[config.mk]
export PLATFORM = sky130hd
export DESIGN_NAME = wb_block_writer
export DESIGN_NICKNAME = d
export VERILOG_FILES = /design/src/rtl/wb_block_writer.sv
export SDC_FILE = /design/constraint.sdc
export NUM_CORES = 1
export LEC_CHECK = 0
export BUFFER_PORTS_ARGS = -buffer_cell sky130_fd_sc_hd__buf_4
export CAP_MARGIN = 40
export CORE_MARGIN = 4
export CORE_UTILIZATION = 41
export CTS_CLUSTER_SIZE = 12
export DETAILED_ROUTE_END_ITERATION = 12
export PLACE_DENSITY_LB_ADDON = 0.12
export SLEW_MARGIN = 30
export SYNTH_ARGS = -nofsm -noshare
export SYNTH_HDL_FRONTEND = slang
export SYNTH_SLANG_ARGS = --single-unit
[constraint.sdc]
create_clock -name clk -period 1.9 [get_ports clk]
set_input_delay 0.285 -clock clk [delete_from_list [all_inputs] [get_ports clk]]
set_output_delay 0.285 -clock clk [all_outputs]
set_load 0.02 [all_outputs]
[src/rtl/wb_block_writer.sv]
// wb_block_writer: register-file write-back sequencer for block loads plus single write-backs
module wb_block_writer #(
  parameter int DATA_W   = 32,
  parameter int NUM_REGS = 15
) (
  input  logic                clk,
  input  logic                rst,
  input  logic                start,
  input  logic [NUM_REGS-1:0] reg_list,
  input  logic                data_valid,
  input  logic [DATA_W-1:0]   data_in,
  output logic                data_ready,
  input  logic                single_wb_en,
  input  logic [3:0]          single_dest,
  input  logic [DATA_W-1:0]   single_result,
  output logic                writeBackEn,
  output logic [3:0]          Dest_wb,
  output logic [DATA_W-1:0]   Result_WB,
  output logic                busy,
  output logic                done,
  output logic [NUM_REGS-1:0] pending_mask
);
  typedef enum logic [1:0] {IDLE, XFER, DONE} state_t;
  state_t state, state_nxt;
  logic accept;
  logic [NUM_REGS-1:0] mask_rest;
  function automatic logic [3:0] lowest(input logic [NUM_REGS-1:0] m);
    lowest = '0;
    for (int i = NUM_REGS - 1; i >= 0; i--) if (m[i]) lowest = 4'(i);
  endfunction
  // beat handshake, status flags and next state
  always_comb begin
    data_ready = (state == XFER) && !single_wb_en;
    accept     = data_ready && data_valid;
    mask_rest  = pending_mask & (pending_mask - 1'b1);
    busy       = state != IDLE;
    done       = state == DONE;
    state_nxt  = state;
    case (state)
      IDLE:    state_nxt = start ? ((reg_list != '0) ? XFER : DONE) : IDLE;
      XFER:    state_nxt = (accept && mask_rest == '0) ? DONE : XFER;
      default: state_nxt = IDLE;
    endcase
  end
  // state register
  always_ff @(posedge clk or negedge rst)
    if (!rst) state <= IDLE;
    else state <= state_nxt;
  // outstanding register list, lowest bit retired per accepted beat
  always_ff @(posedge clk or negedge rst)
    if (!rst) pending_mask <= '0;
    else if (state == IDLE && start) pending_mask <= reg_list;
    else if (accept) pending_mask <= mask_rest;
  // write port: single write-back wins, otherwise the accepted beat
  always_ff @(posedge clk or negedge rst)
    if (!rst) begin
      writeBackEn <= 1'b0;
      Dest_wb     <= '0;
      Result_WB   <= '0;
    end else begin
      writeBackEn <= single_wb_en || accept;
      if (single_wb_en) begin
        Dest_wb   <= single_dest;
        Result_WB <= single_result;
      end else if (accept) begin
        Dest_wb   <= lowest(pending_mask);
        Result_WB <= data_in;
      end
    end
endmodule

Word level (Yosys, flattened, before mapping)
Cells that the tools add are included.
{ "totals": {"reg_bits": 54, "input_bits": 88, "out_inout_bits": 55, "wordCells": 46} }
{ "op_classes": {"n_addsub": 1, "n_eq_ne": 2, "muxes": 25, "bitwise_logic": 1, "n_reduce_logical": 12} }
{ "ops": {"columns": ["operator", "count"], "rows": [
  ["2-to-1 mux 4 bit", 17],
  ["2-to-1 mux 32 bit", 2],
  ["2-to-1 mux 15 bit", 2],
  ["AND 15 bit", 1],
  ["logical NOT 15 bit", 1],
  ["nonzero test 15 bit", 1],
  ["subtractor 15 x 1 -> 15 bit (second input constant)", 1],
  ["2-to-1 mux 2 bit", 3],
  ["nonzero test 2 bit", 3],
  ["logical AND 1 bit", 4],
  ["case mux 2 bit (2 select lines)", 1],
  ["== test 2 x 1 -> 1 bit (second input constant)", 1],
  ["== test 2 bit (second input constant)", 1],
  ["logical NOT 2 bit", 1],
  ["logical NOT 1 bit", 1],
  ["logical OR 1 bit", 1]
]} }

Logic depth before layout (Yosys ltp)
{ "logic_depth": {"depth_word": 17, "depth_mapped": 7, "ltp_nobuf": 5} }

Least setup slack after synthesis
Ideal clock, no wire load.
{ "synth_path": {"kind": "input to register", "start": "input port single_wb_en", "end": "register pending_mask[6]", "setup_ns": 0.121, "arrival_time_ns": 2.031, "required_time_ns": 1.779, "setup_slack_ns": -0.252, "path_stages": 7, "path_buffers": 2, "path_cell_list": "clkbuf_1 -> nor3b_1 -> nand2_1 -> buf_1 -> nand2_1 -> o21ai_0 -> a22o_1"} }
{ "synth_between": {"elab_chain_cells": 4} }
{ "synth_rtl": {"columns": ["item", "line", "text"], "rows": [
  ["start, declared", "13", "input logic single_wb_en,"],
  ["logical NOT 1 bit", "33", "data_ready = (state == XFER) && !single_wb_en;"],
  ["logical AND 1 bit", "33", null],
  ["via data_ready", "12", "output logic data_ready,"],
  ["logical AND 1 bit", "34", "accept = data_ready && data_valid;"],
  ["nonzero test 2 bit (no line)", null, null],
  ["end signal, assigned", "52", "else if (state == IDLE && start) pending_mask <= reg_list;"],
  ["end signal, assigned", "53", "else if (accept) pending_mask <= mask_rest;"],
  ["end, declared", "21", "output logic [NUM_REGS-1:0] pending_mask"]
]} }
The timed path passes the listed nets, and every way through them passes these cells.
A chain may end at the register's enable or synchronous reset.

Worst setup path after layout
{ "layout_path": {"start": "register pending_mask[3]", "end": "register state[1]"} }
{ "layout_between": {"elab_chain_cells": 6} }
{ "layout_rtl": {"columns": ["item", "line", "text"], "rows": [
  ["subtractor 15 x 1 -> 15 bit", "35", "mask_rest = pending_mask & (pending_mask - 1'b1);"],
  ["AND 15 bit *", "35", null],
  ["logical NOT 15 bit *", "41", "XFER: state_nxt = (accept && mask_rest == '0) ? DONE : XFER;"],
  ["logical AND 1 bit *", "41", null],
  ["2-to-1 mux 2 bit *", "41", null],
  ["case mux 2 bit (2 select lines) *", "39", "case (state)"],
  ["via state_nxt[1]", "24", "state_t state, state_nxt;"],
  ["end signal, assigned", "48", "else state <= state_nxt;"],
  ["end, declared", "24", null]
]} }
Mark *: on every way through the listed nets, which the timed path passes. The rest lies on a longest branch.

==> results.ini <==
[die]
std_cell_rows=29
die_height_um=90.1
core_um2=6460
start_util=0.428
io_pins=143
die_width_um=90.1
dieArea_um2=8120

[grt]
overflow=0
antenna_found_initial=0
grt_max_degree=73
grt_use_total=0.202
grt_pass1_wl_um=13500
first_global_vias=2706

[cells_and_area]
areaGrowthSynthToFinish_pct=53.8
fin_cells=535
final_cell_mix=buf_4, nand2_1, dfrtp_1, o21ai_0, mux2i_1
antenna_cells=0
finalInstanceArea_um2=4250
fin_util=0.658
final_common_cell=buf_4
nets=545
drive_gt1_frac=0.439

[sta]
setup_ws_ns=-0.136
timing.slew.headroom=0.531
timing.final.crit_period_ns=2.04
finClkSkew_ns=0.00639
final-setup-viol-count=3
rsz0062_at_grt=true
fin_crit_sh=1.07
final_hold_viol_count=0
fmax_mhz=491
worst_pin_slew_ns=0.704
slew_violations=0
fin_setup_tns_ns=-0.302

[yosys]
synth_area_leader_cell=dfrtp_1
avgSynthCellArea_um2=9.40
netlist_instances=294
synth_ff_type=dfrtp_1
ys_seq_elements=54
synth_fp_nets=382
seq_area_frac_synth=0.489
ys_warn_count=0
synth_cell_types=43
synth-async-reset-ratio=1.00
synth_top_area_share=0.489
synth_area_um2=2760
synth_edf_count=0
synthTopCellsByArea=dfrtp_1, mux2i_1, o21ai_0, nand2_1, clkbuf_1

[clock_network]
cts_buffers=5
h-tree-depth=2
postCtsHoldBufs=0
clk_pin_slew_ns=0.10
worstSkewPairLatency_ns=0.31
cts_tree=done
clockBufferDepth=2
cts-root-buf=clkbuf_8
cts_sinks=54

[detailed_routing]
vias_per_cell=5.19
wl_per_cell_um=15.5
drc=0
first_iter_violations=146
wl_um=8290
ant_nets=0
first_pass_iters=5
num_vias=2775

[worst_setup_path]
start_kind=flop
reg2reg_to=state[1]$_DFF_PN0_
regToRegSetupSlack_ns=-0.14
cp.arrival_ns=2.28
crit_path_max_fanout=3
worst-setup-path-type=reg2reg
worstSetupEndpointType=flop
rr_startpoint=pending_mask[3]$_DFFE_PN0P_
r2r_cells=5
worstPathRequired_ns=2.14

[power_and_ir_drop]
max-vdd-ir-drop_v=0.000525
p_leak_nw=2.20
power_density_nw_per_um2=1290
total_power_mw=5.47

[place]
post-place-cells=522
placement.io_buffers=142
gp_congestion=0.953
dpl_cell_area_um2=4070
hpwl_um=6220

[run]
drv_cap=0

[outcome]
failed_checks=setup timing
status=complete, but fails checks

[hold_path]
hold_class=in2async

## report_power, final
part | switching, mW | internal (mW) | total [mW] | leakage [nW]
Clock | 0.397 | 0.301 | 0.698 | 0.0478
Sequential | 0.207 | 1.43 | 1.64 | 0.659
Combinational | 1.64 | 1.49 | 3.13 | 1.50
## through the flow
stage	hold slack [ns]	setup WS, ns
floorplan	-0.0106	-0.144
global placement	0.371	-0.113
detailed placement	0.379	-0.214
CTS	0.0389	-0.102
global route	0.0627	-0.194
finish	0.00606	-0.136
## how the worst max path moves through the flow
stage | start | cells after the start | to
3_3_place_gp | pending_mask[1]$_DFFE_PN0P_ | 5 | state[1]$_DFF_PN0_
4_1_cts | pending_mask[7]$_DFFE_PN0P_ | 5 | state[1]$_DFF_PN0_
3_5_place_dp | pending_mask[1]$_DFFE_PN0P_ | 5 | state[1]$_DFF_PN0_
5_1_grt | pending_mask[7]$_DFFE_PN0P_ | 5 | state[1]$_DFF_PN0_
6_report | pending_mask[3]$_DFFE_PN0P_ | 5 | state[1]$_DFF_PN0_
2_1_floorplan | pending_mask[1]$_DFFE_PN0P_ | 5 | state[1]$_DFF_PN0_
## area by class of cell
cell class	instances	area (um^2)
clock buffers	6	82.6
clock inverters	2	16.3
fillers	554	2210
inverters	6	22.5
multi-input cells	215	1360
flip-flops and latches	54	1360
well taps	77	96.3
repair buffers	175	1310
## state kept, by name, summed over array words and instances (netlist names)
| signal | flops |
|---|---|
| writeBackEn | 1 |
| Dest_wb | 4 |
| state | 2 |
| Result_WB | 32 |
| pending_mask | 15 |
## cells in the mapped netlist, types with 3 or more instances
library cell / count
or4_1: 3
inv_1: 6
o21ai_0: 47
nor3_1: 5
nand3_1: 4
a21oi_1: 7
nand2_1: 62
nor4_1: 4
mux2i_1: 32
clkbuf_1: 13
dfrtp_1: 54
nor2_1: 10
buf_2: 3
a22o_1: 4
## cell families after synthesis
kind of cell | count (synthesis) | share of synthesized area
muxes | 32 | 0.116
buffers and inverters | 25 | 0.0380
and+or+nand+nor | 101 | 0.168
adders and majority gates | 1 | 0.00362
DFF | 54 | 0.489
AOI/OAI and AO/OA | 81 | 0.185
## layer usage
layer  GRT usage  share of wire  vias to the layer above
met1       0.267           0.44                     1289
met3      0.0534          0.078                        8
met2       0.331           0.47                      100
li1            -              -                     1378
met4      0.0472         0.0099                        0
met5           0              0                        -
## worst max-delay path: stages (launching register included)
cell and delay [ns]:
dfrtp_2 0.43, or4_4 0.52, o41ai_2 0.38, nand2_1 0.15, a2111oi_4 0.33, o21bai_1 0.16
## what timing repair did
item,in CTS,in global routing
endpoints found under the setup margin,4,9
pin swaps,9,6
gates resized for setup,6,9
buffers inserted,5,1
(Power assumes the default switching activity.)
